$ cat src/rtl/mips_pkg.sv
// Shared definitions for the MIPS multicycle control unit and the ULA:
// ALU operation codes, opcode classes, select encodings and FSM states.
package mips_pkg;

    localparam int unsigned ALU_W   = 4;
    localparam int unsigned OP_W    = 6;
    localparam int unsigned FUNCT_W = 4;

    // ULA operation codes; values 1010..1111 are branch comparisons.
    typedef enum logic [ALU_W-1:0] {
        ALU_ADD = 4'b0000,
        ALU_SUB = 4'b0001,
        ALU_MUL = 4'b0010,
        ALU_DIV = 4'b0011,
        ALU_AND = 4'b0100,
        ALU_OR  = 4'b0101,
        ALU_NOT = 4'b0110,
        ALU_SL  = 4'b0111,
        ALU_SR  = 4'b1000,
        ALU_SLT = 4'b1001,
        ALU_BEQ = 4'b1010,
        ALU_BNE = 4'b1011,
        ALU_BGT = 4'b1100,
        ALU_BLT = 4'b1101,
        ALU_BGE = 4'b1110,
        ALU_BLE = 4'b1111
    } alu_op_e;

    localparam logic [OP_W-1:0] OP_RTYPE = 6'b000000;
    localparam logic [OP_W-1:0] OP_LW    = 6'b000001;
    localparam logic [OP_W-1:0] OP_SW    = 6'b000010;
    localparam logic [OP_W-1:0] OP_J     = 6'b000011;
    localparam logic [OP_W-1:0] OP_HALT  = 6'b111111;

    // Op[5:4] prefixes carrying an ALU code in Op[3:0].
    localparam logic [1:0] OP_CLS_ALU_I  = 2'b01;
    localparam logic [1:0] OP_CLS_BRANCH = 2'b10;

    localparam logic [1:0] SRCB_REG     = 2'b00;
    localparam logic [1:0] SRCB_FOUR    = 2'b01;
    localparam logic [1:0] SRCB_IMM     = 2'b10;
    localparam logic [1:0] SRCB_IMM_SH2 = 2'b11;

    localparam logic [1:0] PCSRC_ALU    = 2'b00;
    localparam logic [1:0] PCSRC_ALUOUT = 2'b01;
    localparam logic [1:0] PCSRC_JUMP   = 2'b10;

    typedef enum logic [3:0] {
        ST_FETCH,
        ST_DECODE,
        ST_EXEC_R,
        ST_EXEC_I,
        ST_WB_R,
        ST_WB_I,
        ST_MEM_ADDR,
        ST_MEM_RD,
        ST_MEM_WR,
        ST_MEM_WB,
        ST_BRANCH,
        ST_JUMP,
        ST_HALT,
        ST_FAULT
    } state_e;

    typedef enum logic [2:0] {
        CLS_R,
        CLS_I,
        CLS_BRANCH,
        CLS_LW,
        CLS_SW,
        CLS_JUMP,
        CLS_HALT,
        CLS_ILLEGAL
    } instr_cls_e;

    // Moore part of the datapath control word.
    typedef struct packed {
        logic [ALU_W-1:0] alu_op;
        logic             alu_src_a;
        logic [1:0]       alu_src_b;
        logic [1:0]       pc_source;
        logic             pc_write;
        logic             mem_read;
        logic             mem_write;
        logic             ior_d;
        logic             reg_write;
        logic             reg_dst;
        logic             mem_to_reg;
        logic             halt;
        logic             fault;
    } ctrl_t;

endpackage

$ cat src/rtl/mips_multicycle_control_if.sv
// Control-unit <-> datapath bundle: instruction fields and status in,
// ALU operation, mux selects and write enables out.
interface mips_multicycle_control_if;
    import mips_pkg::*;

    logic [OP_W-1:0]    Op;
    logic [FUNCT_W-1:0] Funct;
    logic               Zero;
    logic               MemReady;

    logic [ALU_W-1:0]   ALUOp;
    logic               ALUSrcA;
    logic [1:0]         ALUSrcB;
    logic [1:0]         PCSource;
    logic               PCWrite;
    logic               IRWrite;
    logic               MemRead;
    logic               MemWrite;
    logic               IorD;
    logic               RegWrite;
    logic               RegDst;
    logic               MemToReg;
    logic               Halt;
    logic               Fault;

    modport master (
        input  Op, Funct, Zero, MemReady,
        output ALUOp, ALUSrcA, ALUSrcB, PCSource, PCWrite, IRWrite,
               MemRead, MemWrite, IorD, RegWrite, RegDst, MemToReg,
               Halt, Fault
    );

    modport slave (
        output Op, Funct, Zero, MemReady,
        input  ALUOp, ALUSrcA, ALUSrcB, PCSource, PCWrite, IRWrite,
               MemRead, MemWrite, IorD, RegWrite, RegDst, MemToReg,
               Halt, Fault
    );

endinterface

$ cat src/rtl/mips_opcode_decode.sv
// Combinational instruction classifier: maps {Op, Funct} to an instruction
// class, the ALU operation it needs and an illegal-encoding flag.
module mips_opcode_decode
    import mips_pkg::*;
(
    input  logic [OP_W-1:0]    op_i,
    input  logic [FUNCT_W-1:0] funct_i,
    output instr_cls_e         cls_o,
    output logic [ALU_W-1:0]   alu_op_o,
    output logic               illegal_o
);

    logic [ALU_W-1:0] op_code;

    assign op_code = op_i[ALU_W-1:0];

    always_comb begin
        cls_o    = CLS_ILLEGAL;
        alu_op_o = ALU_ADD;
        if (op_i == OP_RTYPE) begin
            alu_op_o = funct_i;
            cls_o    = (funct_i <= ALU_SLT) ? CLS_R : CLS_ILLEGAL;
        end else if (op_i[OP_W-1:OP_W-2] == OP_CLS_ALU_I) begin
            alu_op_o = op_code;
            cls_o    = (op_code <= ALU_SLT) ? CLS_I : CLS_ILLEGAL;
        end else if (op_i[OP_W-1:OP_W-2] == OP_CLS_BRANCH) begin
            // Only the comparison codes are meaningful as branch conditions.
            alu_op_o = op_code;
            cls_o    = (op_code >= ALU_BEQ) ? CLS_BRANCH : CLS_ILLEGAL;
        end else begin
            case (op_i)
                OP_LW:   cls_o = CLS_LW;
                OP_SW:   cls_o = CLS_SW;
                OP_J:    cls_o = CLS_JUMP;
                OP_HALT: cls_o = CLS_HALT;
                default: cls_o = CLS_ILLEGAL;
            endcase
        end
    end

    assign illegal_o = (cls_o == CLS_ILLEGAL);

endmodule

$ cat src/rtl/mips_multicycle_control.sv
// Multicycle MIPS control FSM: sequences fetch/decode/execute/memory/
// writeback, handshakes with wait-state memory and drives the ULA ALUOp.
module mips_multicycle_control
    import mips_pkg::*;
#(
    parameter int unsigned MEM_TIMEOUT = 0,
    parameter int unsigned TO_W        = 8
) (
    input  logic                      clock,
    input  logic                      reset,
    mips_multicycle_control_if.master ctl_bus
);

    state_e           state_q, state_d;
    logic             run_q;
    logic [TO_W-1:0]  wait_q, wait_d;
    ctrl_t            ctrl_q, ctrl_d;

    instr_cls_e       dec_cls;
    logic [ALU_W-1:0] dec_alu_op;
    logic             dec_illegal;

    logic             timeout_c;
    logic             fetch_done_c;
    logic             branch_take_c;

    mips_opcode_decode u_decode (
        .op_i      (ctl_bus.Op),
        .funct_i   (ctl_bus.Funct),
        .cls_o     (dec_cls),
        .alu_op_o  (dec_alu_op),
        .illegal_o (dec_illegal)
    );

    // Fault when this wait cycle would bring the counter up to the limit.
    assign timeout_c = (MEM_TIMEOUT != 0) && !ctl_bus.MemReady &&
                       ((32'(wait_q) + 32'd1) >= MEM_TIMEOUT);

    assign fetch_done_c  = run_q && (state_q == ST_FETCH) && ctl_bus.MemReady;
    assign branch_take_c = (state_q == ST_BRANCH) && ctl_bus.Zero;

    // Next state and wait counter; the counter is zero on every state entry.
    always_comb begin
        state_d = state_q;
        wait_d  = '0;
        if (run_q) begin
            case (state_q)
                ST_FETCH, ST_MEM_RD, ST_MEM_WR: begin
                    if (ctl_bus.MemReady) begin
                        if (state_q == ST_FETCH)       state_d = ST_DECODE;
                        else if (state_q == ST_MEM_RD) state_d = ST_MEM_WB;
                        else                           state_d = ST_FETCH;
                    end else if (timeout_c) begin
                        state_d = ST_FAULT;
                    end else begin
                        wait_d = (wait_q == '1) ? wait_q : wait_q + TO_W'(1);
                    end
                end
                ST_DECODE: begin
                    if (dec_illegal) begin
                        state_d = ST_FAULT;
                    end else begin
                        case (dec_cls)
                            CLS_R:          state_d = ST_EXEC_R;
                            CLS_I:          state_d = ST_EXEC_I;
                            CLS_BRANCH:     state_d = ST_BRANCH;
                            CLS_LW, CLS_SW: state_d = ST_MEM_ADDR;
                            CLS_JUMP:       state_d = ST_JUMP;
                            CLS_HALT:       state_d = ST_HALT;
                            default:        state_d = ST_FAULT;
                        endcase
                    end
                end
                ST_EXEC_R:   state_d = ST_WB_R;
                ST_EXEC_I:   state_d = ST_WB_I;
                ST_MEM_ADDR: state_d = (dec_cls == CLS_SW) ? ST_MEM_WR : ST_MEM_RD;
                ST_WB_R, ST_WB_I, ST_MEM_WB, ST_BRANCH, ST_JUMP:
                             state_d = ST_FETCH;
                ST_HALT:     state_d = ST_HALT;
                ST_FAULT:    state_d = ST_FAULT;
                default:     state_d = ST_FAULT;
            endcase
        end
    end

    // Moore control word for the state being entered, so it is registered
    // alongside the state; ALUOp is captured from the stable IR fields.
    always_comb begin
        ctrl_d = '0;
        case (state_d)
            ST_FETCH: begin
                ctrl_d.mem_read  = 1'b1;
                ctrl_d.alu_src_b = SRCB_FOUR;
                ctrl_d.pc_source = PCSRC_ALU;
                ctrl_d.alu_op    = ALU_ADD;
            end
            ST_DECODE: begin
                ctrl_d.alu_src_b = SRCB_IMM_SH2;
                ctrl_d.alu_op    = ALU_ADD;
            end
            ST_EXEC_R: begin
                ctrl_d.alu_src_a = 1'b1;
                ctrl_d.alu_src_b = SRCB_REG;
                ctrl_d.alu_op    = dec_alu_op;
            end
            ST_EXEC_I: begin
                ctrl_d.alu_src_a = 1'b1;
                ctrl_d.alu_src_b = SRCB_IMM;
                ctrl_d.alu_op    = dec_alu_op;
            end
            ST_WB_R: begin
                ctrl_d.reg_write = 1'b1;
                ctrl_d.reg_dst   = 1'b1;
            end
            ST_WB_I: ctrl_d.reg_write = 1'b1;
            ST_MEM_ADDR: begin
                ctrl_d.alu_src_a = 1'b1;
                ctrl_d.alu_src_b = SRCB_IMM;
                ctrl_d.alu_op    = ALU_ADD;
            end
            ST_MEM_RD: begin
                ctrl_d.mem_read = 1'b1;
                ctrl_d.ior_d    = 1'b1;
            end
            ST_MEM_WR: begin
                ctrl_d.mem_write = 1'b1;
                ctrl_d.ior_d     = 1'b1;
            end
            ST_MEM_WB: begin
                ctrl_d.reg_write  = 1'b1;
                ctrl_d.mem_to_reg = 1'b1;
            end
            ST_BRANCH: begin
                ctrl_d.alu_src_a = 1'b1;
                ctrl_d.alu_src_b = SRCB_REG;
                ctrl_d.alu_op    = dec_alu_op;
                ctrl_d.pc_source = PCSRC_ALUOUT;
            end
            ST_JUMP: begin
                ctrl_d.pc_write  = 1'b1;
                ctrl_d.pc_source = PCSRC_JUMP;
            end
            ST_HALT: ctrl_d.halt = 1'b1;
            ST_FAULT: begin
                ctrl_d.halt  = 1'b1;
                ctrl_d.fault = 1'b1;
            end
            default: ctrl_d = '0;
        endcase
    end

    // run_q holds the unit idle (outputs low) until the first edge after reset.
    always_ff @(posedge clock or posedge reset) begin
        if (reset) begin
            state_q <= ST_FETCH;
            run_q   <= 1'b0;
            wait_q  <= '0;
            ctrl_q  <= '0;
        end else begin
            state_q <= state_d;
            run_q   <= 1'b1;
            wait_q  <= wait_d;
            ctrl_q  <= ctrl_d;
        end
    end

    assign ctl_bus.ALUOp    = ctrl_q.alu_op;
    assign ctl_bus.ALUSrcA  = ctrl_q.alu_src_a;
    assign ctl_bus.ALUSrcB  = ctrl_q.alu_src_b;
    assign ctl_bus.PCSource = ctrl_q.pc_source;
    assign ctl_bus.PCWrite  = ctrl_q.pc_write | fetch_done_c | branch_take_c;
    assign ctl_bus.IRWrite  = fetch_done_c;
    assign ctl_bus.MemRead  = ctrl_q.mem_read;
    assign ctl_bus.MemWrite = ctrl_q.mem_write;
    assign ctl_bus.IorD     = ctrl_q.ior_d;
    assign ctl_bus.RegWrite = ctrl_q.reg_write;
    assign ctl_bus.RegDst   = ctrl_q.reg_dst;
    assign ctl_bus.MemToReg = ctrl_q.mem_to_reg;
    assign ctl_bus.Halt     = ctrl_q.halt;
    assign ctl_bus.Fault    = ctrl_q.fault;

endmodule

$ cat src/flat_wrapper.sv
// flat-port wrapper written by rule: the top's interface ports become plain ports
module mips_multicycle_control_flat import mips_pkg::*;
#(
    parameter int unsigned MEM_TIMEOUT = 0,
    parameter int unsigned TO_W        = 8
)
  (clock, reset, ctl_bus_Op, ctl_bus_Funct, ctl_bus_Zero, ctl_bus_MemReady, ctl_bus_ALUOp, ctl_bus_ALUSrcA, ctl_bus_ALUSrcB, ctl_bus_PCSource, ctl_bus_PCWrite, ctl_bus_IRWrite, ctl_bus_MemRead, ctl_bus_MemWrite, ctl_bus_IorD, ctl_bus_RegWrite, ctl_bus_RegDst, ctl_bus_MemToReg, ctl_bus_Halt, ctl_bus_Fault);
  mips_multicycle_control_if ctl_bus_i ();
  input  logic clock;
  input  logic reset;
  input wire logic [$bits(ctl_bus_i.Op)-1:0] ctl_bus_Op;
  input wire logic [$bits(ctl_bus_i.Funct)-1:0] ctl_bus_Funct;
  input wire logic [$bits(ctl_bus_i.Zero)-1:0] ctl_bus_Zero;
  input wire logic [$bits(ctl_bus_i.MemReady)-1:0] ctl_bus_MemReady;
  output wire logic [$bits(ctl_bus_i.ALUOp)-1:0] ctl_bus_ALUOp;
  output wire logic [$bits(ctl_bus_i.ALUSrcA)-1:0] ctl_bus_ALUSrcA;
  output wire logic [$bits(ctl_bus_i.ALUSrcB)-1:0] ctl_bus_ALUSrcB;
  output wire logic [$bits(ctl_bus_i.PCSource)-1:0] ctl_bus_PCSource;
  output wire logic [$bits(ctl_bus_i.PCWrite)-1:0] ctl_bus_PCWrite;
  output wire logic [$bits(ctl_bus_i.IRWrite)-1:0] ctl_bus_IRWrite;
  output wire logic [$bits(ctl_bus_i.MemRead)-1:0] ctl_bus_MemRead;
  output wire logic [$bits(ctl_bus_i.MemWrite)-1:0] ctl_bus_MemWrite;
  output wire logic [$bits(ctl_bus_i.IorD)-1:0] ctl_bus_IorD;
  output wire logic [$bits(ctl_bus_i.RegWrite)-1:0] ctl_bus_RegWrite;
  output wire logic [$bits(ctl_bus_i.RegDst)-1:0] ctl_bus_RegDst;
  output wire logic [$bits(ctl_bus_i.MemToReg)-1:0] ctl_bus_MemToReg;
  output wire logic [$bits(ctl_bus_i.Halt)-1:0] ctl_bus_Halt;
  output wire logic [$bits(ctl_bus_i.Fault)-1:0] ctl_bus_Fault;
  assign ctl_bus_i.Op = ctl_bus_Op;
  assign ctl_bus_i.Funct = ctl_bus_Funct;
  assign ctl_bus_i.Zero = ctl_bus_Zero;
  assign ctl_bus_i.MemReady = ctl_bus_MemReady;
  assign ctl_bus_ALUOp = ctl_bus_i.ALUOp;
  assign ctl_bus_ALUSrcA = ctl_bus_i.ALUSrcA;
  assign ctl_bus_ALUSrcB = ctl_bus_i.ALUSrcB;
  assign ctl_bus_PCSource = ctl_bus_i.PCSource;
  assign ctl_bus_PCWrite = ctl_bus_i.PCWrite;
  assign ctl_bus_IRWrite = ctl_bus_i.IRWrite;
  assign ctl_bus_MemRead = ctl_bus_i.MemRead;
  assign ctl_bus_MemWrite = ctl_bus_i.MemWrite;
  assign ctl_bus_IorD = ctl_bus_i.IorD;
  assign ctl_bus_RegWrite = ctl_bus_i.RegWrite;
  assign ctl_bus_RegDst = ctl_bus_i.RegDst;
  assign ctl_bus_MemToReg = ctl_bus_i.MemToReg;
  assign ctl_bus_Halt = ctl_bus_i.Halt;
  assign ctl_bus_Fault = ctl_bus_i.Fault;
  mips_multicycle_control #(.MEM_TIMEOUT(MEM_TIMEOUT), .TO_W(TO_W)) u_core (.clock(clock), .reset(reset), .ctl_bus(ctl_bus_i));
endmodule
$ cat config.mk
export PLATFORM = sky130hd
export DESIGN_NAME = mips_multicycle_control_flat
export DESIGN_NICKNAME = d
export VERILOG_FILES = /design/src/rtl/mips_pkg.sv /design/src/rtl/mips_multicycle_control_if.sv /design/src/rtl/mips_opcode_decode.sv /design/src/rtl/mips_multicycle_control.sv /design/src/flat_wrapper.sv
export SDC_FILE = /design/constraint.sdc
export NUM_CORES = 1
export LEC_CHECK = 0
export CAP_MARGIN = 30
export CORE_ASPECT_RATIO = 1.1
export CORE_MARGIN = 2
export CORE_UTILIZATION = 50
export CTS_CLUSTER_DIAMETER = 200
export CTS_CLUSTER_SIZE = 30
export DETAILED_ROUTE_END_ITERATION = 7
export PLACE_DENSITY_LB_ADDON = 0.3
export SLEW_MARGIN = 20
export SYNTH_ARGS = -nofsm -noshare
export SYNTH_HDL_FRONTEND = slang
export SYNTH_SLANG_ARGS = --single-unit
$ cat constraint.sdc
create_clock -name clock -period 5.45 [get_ports clock]
set_input_delay 0.545 -clock clock [delete_from_list [all_inputs] [get_ports clock]]
set_output_delay 0.545 -clock clock [all_outputs]
set_load 0.005 [all_outputs]
==> out/results.tsv <==
stage	metric	value	unit
outcome	status	complete, no violations	
final_layout	Filler cells	179	
synthesis	EDFF count, synth	0	
floorplan	Starting Density	53.0	%
sta	unrepaired setup endpoints after global routing	false	
synthesis	Post-Syn Instances	124	
placement	PortBufs	32	
run	max cap viols	0	
placement	half-perimeter wire length after placement	1.95	mm
sta	Hold Violations, Final	0	
sta	max-slew violation count	0	
sta	Setup-failing EPs final	0	
synthesis	Synth Warn #	0	
final_layout	FF+latch area	551	um^2
detailed_routing	routed vias/inst	5.73	
clock_network	Clock Tree Buf Depth	2	
clock_network	Hold Buf Count CTS	0	
clock_network	CTS sink count	22	
sta	setup TNS	0	ns
global_route	largest net degree at the start of global routing	23	
placement	Placed Instances	180	
global_route	first-pass GRT wire length	4.37	mm
clock_network	later-pin clock latency in the skew report	0.29	ns
final_layout	fraction of layout cells with a size suffix above 1	9.09	%
clock_network	Max H-tree Level	1	
pwr	Power per Cell Area	420	nW/um^2
final_layout	n_diodes	0	
detailed_routing	vias post-DR	1054	
critical_path	Startpoint Class	input port	
final_layout	Layout Cells excl Fill	184	
sta	maximum clock rate	340	MHz
clock_network	post-CTS setup buffers	0	
clock_network	clock slew at reported path FFs	0.11	ns
synthesis	synthesized net count	138	
global_route	antenna violations before repair	0	
synthesis	Synth Area per Inst	9.63	um^2
sta	Worst Tran Pin Value	0.795	ns
synthesis	ranking of synthesized cells by area	dfrtp_1 46%, nor2_1 6.0%, o32ai_2 4.1%	
synthesis	Async SR Flop Fraction	100	%
floorplan	Die W	50.6	um
detailed_routing	drt pass-1 iters	4	
synthesis	Synth cell types	42	
clock_network	CTS tree	yes	
pwr	Static Leak	0.649	nW
clock_network	clk root buf	clkbuf_4	
final_layout	final net count	169	
global_route	vias in the first global route	1007	
critical_path	Worst Setup Path Type	input port to flip-flop	
detailed_routing	Iteration-0 DRC Markers	33	
synthesis	Seq/Total Area, Yosys	46.1	%
detailed_routing	drt total wl	2.57	mm
critical_path	Critical Path Fanout Max	10	
sta	Final min period	2.94	ns
synthesis	synthesized cell area	1190	um^2
critical_path	register-to-register setup slack	2.94	ns
synthesis	top_reg_cell synth	dfrtp_1	
worst_hold_path	type of the worst min-delay path	input port to asynchronous set/reset pin	
sta	Worst Skew	0.00159	ns
pwr	Peak VDD IR	0.305	mV
final_layout	Area Overhead vs Synth	30.5	%
global_route	total grt overflow	0	
synthesis	post-synth top area cell	dfrtp_1	
critical_path	critical path data arrival time	3.16	ns
synthesis	Synth top area share	46.1	%
detailed_routing	antenna violation net count after detailed routing	0	
floorplan	Die Area	2790	um^2
critical_path	WP data required	5.67	ns
clock_network	post_cts resized	0	
synthesis	FF+latch count, synth	22	
global_route	Total Routing Usage GR	19.6	%
placement	GP Congestion	0.912	
sta	period utilization	53.9	%
floorplan	Core Region	2250	um^2
floorplan	Ports	33	
floorplan	die height	55.2	um
clock_network	CTS buffer count	3	
floorplan	Cell Rows	18	
detailed_routing	Routed wire per std cell	14.0	um
critical_path	crit path capture type	flip-flop	
detailed_routing	drt drc	0	
sta	Slew Limit Headroom	46.9	%
final_layout	Multi-input gate area	591	um^2
-- flip-flops by register name, summed over array words and instances (netlist names) --
register                 flops
u_core.state_q               4
u_core.ctl_bus.RegWrite      1
u_core.ctl_bus.MemRead       1
u_core.ctl_bus.ALUSrcA       1
u_core.ctl_bus.PCSource      2
u_core.ctl_bus.ALUSrcB       2
u_core.ctl_bus.Halt          1
u_core.ctl_bus.MemWrite      1
u_core.ctl_bus.MemToReg      1
u_core.ctl_bus.RegDst        1
u_core.ctl_bus.Fault         1
u_core.run_q                 1
u_core.ctl_bus.IorD          1
u_core.ctl_bus.ALUOp         4
-- power by group --
group / internal (mW) / leakage, nW / switching (mW) / total (mW)
Clock: 0.0407 / 0.0210 / 0.0429 / 0.0835
Sequential: 0.215 / 0.290 / 0.0486 / 0.263
Combinational: 0.161 / 0.338 / 0.146 / 0.307
-- cell usage after synthesis, types with 2 or more instances --
master / instances
nand2b_1: 3
nor2_1: 19
inv_1: 6
nor3_1: 5
clkbuf_1: 5
o22ai_1: 4
dfrtp_1: 22
o31ai_1: 2
a32o_1: 2
nor4b_1: 2
a21oi_1: 2
nor3b_2: 2
nand2_1: 9
o32ai_2: 3
or2_2: 2
o21ai_0: 4
nand3_1: 3
a22oi_1: 3
o211ai_1: 3
-- worst paths after layout --
check | start | end | depth (start not counted)
max in group asynchronous | reset | u_core.ctl_bus.ALUOp[3] | 2
setup / recovery | ctl_bus_Op[4] | u_core.ctl_bus.ALUOp[3] | 7
setup reg to reg | u_core.state_q[0] | u_core.ctl_bus.ALUOp[3] | 6
hold / removal | reset | u_core.ctl_bus.PCSource[1] | 2
min in group clock | u_core.run_q | u_core.state_q[2] | 2
hold reg to reg | u_core.run_q | u_core.state_q[2] | 2
-- layout by cell type, fill, tap and decap left out, types with 2 or more instances in the layout --
cell type        synthesis  routed
a21oi_1                  2       2
a22oi_1                  3       3
a32o_1                   2       2
clkbuf_4                 0       3
clkdlybuf4s50_1          0      32
dfrtp_1                 22      22
inv_1                    6       6
nand2_1                  9       9
nand2b_1                 3       3
nand3_1                  3       3
nor2_1                  19      19
nor3_1                   5       5
nor3b_2                  2       2
nor4b_1                  2       2
o211ai_1                 3       3
o21ai_0                  4       4
o22ai_1                  4       4
o31ai_1                  2       2
o32ai_2                  3       3
or2_2                    2       2
-- cell type report --
type,instances,share of cell area (%)
clock buffer,4,2.33
inverter,6,1.45
multi-input combinational,90,37.9
sequential,22,35.3
tap,30,2.41
timing repair buffer,32,20.6
-- per-layer routing --
metal | vias up | share of wire (%) | wire length [um] | GRT usage [%]
li1 | 520 | - | - | -
met3 | 8 | 3.2 | 83 | 2.16
met2 | 19 | 52 | 1340 | 35.0
met4 | 0 | 2.6 | 66 | 6.95
met5 | - | 0 | 0 | 0
met1 | 507 | 42 | 1080 | 24.1
-- worst max-delay path: stages --
cell             delay (ns)
clkdlybuf4s50_1        0.53
or4_4                  0.60
nor3b_2                0.24
o31ai_1                0.15
o32ai_2                0.62
o211ai_1               0.27
nor2_1                 0.20
-- per-stage QoR --
stage / cell area, um^2 / hold slack, ns / utilization, % / total power, mW / worst slack (ns)
4_1_cts: 1560 / 0.735 / 69.2 / 0.659 / 2.51
2_1_floorplan: 1190 / 0.534 / - / 0.443 / 2.88
6_report: 1560 / 0.714 / 69.2 / 0.654 / 2.51
3_5_place_dp: 1520 / 0.800 / 67.6 / 0.573 / 2.20
5_1_grt: 1560 / 0.800 / 69.2 / 0.706 / 2.29
3_3_place_gp: 1520 / 0.801 / 67.6 / 0.567 / 2.29
-- kinds of logic after synthesis --
kind of cell | share of synthesized area (%)
XOR/XNOR | 1.47
AO/OA/AOI/OAI | 22.6
flip-flops | 46.1
multiplexers | 0.943
buffers and inverters | 4.40
other | 0.314
AND/OR/NAND/NOR | 24.1
(Power assumes the default switching activity.)
==> RTL edit: new RTL, same settings <==
Put a register stage on the output `ctl_bus.Fault`, without a reset. The value now appears one clock later.
--- a/src/rtl/mips_multicycle_control.sv
+++ b/src/rtl/mips_multicycle_control.sv
@@ -179,3 +179,5 @@
     assign ctl_bus.Halt     = ctrl_q.halt;
-    assign ctl_bus.Fault    = ctrl_q.fault;
+    always_ff @(posedge clock) begin
+        ctl_bus.Fault <= ctrl_q.fault;
+    end
 
Behaviour: not the same (Yosys sat finds a counterexample within 4 cycles, from zero or initial values and one cycle with reset high).
==> RTL edit against the unedited design <==
  * Wire length increased by 9.5%
  * Power increased by 5.7%
  * Sequential cell count increased by 1
  * Combinational power increased by 7.8%
  * Utilization decreased by 6.8 points
  * Setup slack improved by 0.28 ns
  * Die area increased by 20%
  * Hold slack got worse by 0.36 ns
  * Final area increased by 10%
  * Area after synthesis increased by 21%
  * Critical path type unchanged
  * Critical endpoint unchanged
  * Largest cell class unchanged
==> RTL edit: results (changes against the unedited design) <==
Switching Power=0.283 mW (+19%); placed instance area=1690 um2 (+11%); FF+latch count, synth=23 (+4.5%); clk slew on worst S/H paths=0.13 ns (+0.02 ns); Non-Clock Buffer Area Fraction=18.7% (-1.9 points); Seq/total area=33.2% (-2.1 points); Tot GR Track Use=19.0% (-0.65 points); wire per inst=13.9 um (-0.72%); Reg2Reg Depth=7 (+1); Area growth syn-to-layout=18.6%; met3 Track Usage GR=1.92% (-0.24 points); Fin Clk Skew=0.00626 ns (+0.00467 ns); Worst R2R End=u_core.ctl_bus.RegWrite; multi-input gate share of total cell area=42.6% (+4.7 points); Worst VDD drop=234 uV (-23%); vias per cell=5.89 (+2.8%); WL met3=81 um (-2.4%); pre-CTS setup slack=2.45 ns (+0.254 ns); setup slack, reg-to-reg=3.00 ns (+0.06 ns); DRT iter0 DRCs=37 (+12%); Post-synth top cells=dfrtp_1 (22), nor2_1 (15), nand2_1 (9); Pleak=0.716 nW (+10%); met1 GRT Util=21.8% (-2.3 points); status=finished clean; first-pass GRT wire length=4.94 mm (+13%); Nets=185 (+9.5%); Post-Synthesis Cells=152 (+23%); Crit-path slowest cell=clkdlybuf4s50_1; met2 GRT Util=34.4% (-0.61 points); Rel. slew slack=46.7% (-0.24 points); clock share of power=11.6% (-1.2 points); dpl hpwl=2.10 mm (+7.6%); final instance area=1720 um2 (+10%); #MultiIn Comb=105 (+17%); Worst Path Arrival=2.90 ns (-0.26 ns); combinational share of power=47.9% (+0.9 points); clk cell area share=1.75% (-0.58 points); seq pwr=0.280 mW (+6%); share of layout cells above drive strength 1=11.8% (+2.7 points); crit-path leading delay family=compound AO/OA/AOI/OAI gates
RTL edit: how the worst max path moves through the flow:
stage                              from                 endpoint  slack (ns)  cells after the start
after floorplan           ctl_bus_Op[2]  u_core.ctl_bus.ALUOp[0]        3.22                      7
after global placement    ctl_bus_Op[1]  u_core.ctl_bus.ALUOp[0]        2.49                      7
after detailed placement  ctl_bus_Op[1]  u_core.ctl_bus.ALUOp[3]        2.45                      7
after CTS                 ctl_bus_Op[1]  u_core.ctl_bus.ALUOp[3]        2.76                      7
after global routing      ctl_bus_Op[1]  u_core.ctl_bus.ALUOp[1]        2.65                      7
final                     ctl_bus_Op[1]  u_core.ctl_bus.ALUOp[3]        2.79                      7
RTL edit: kinds of logic after synthesis:
family                    Yosys count  share of synthesized area, %
buffers and inverters              24                          10.0
AOI/OAI and AO/OA                  44                          25.2
DFF                                23                          39.4
other                               1                         0.259
and+or+nand+nor                    57                          23.3
xor gates and xnor gates            3                          1.82
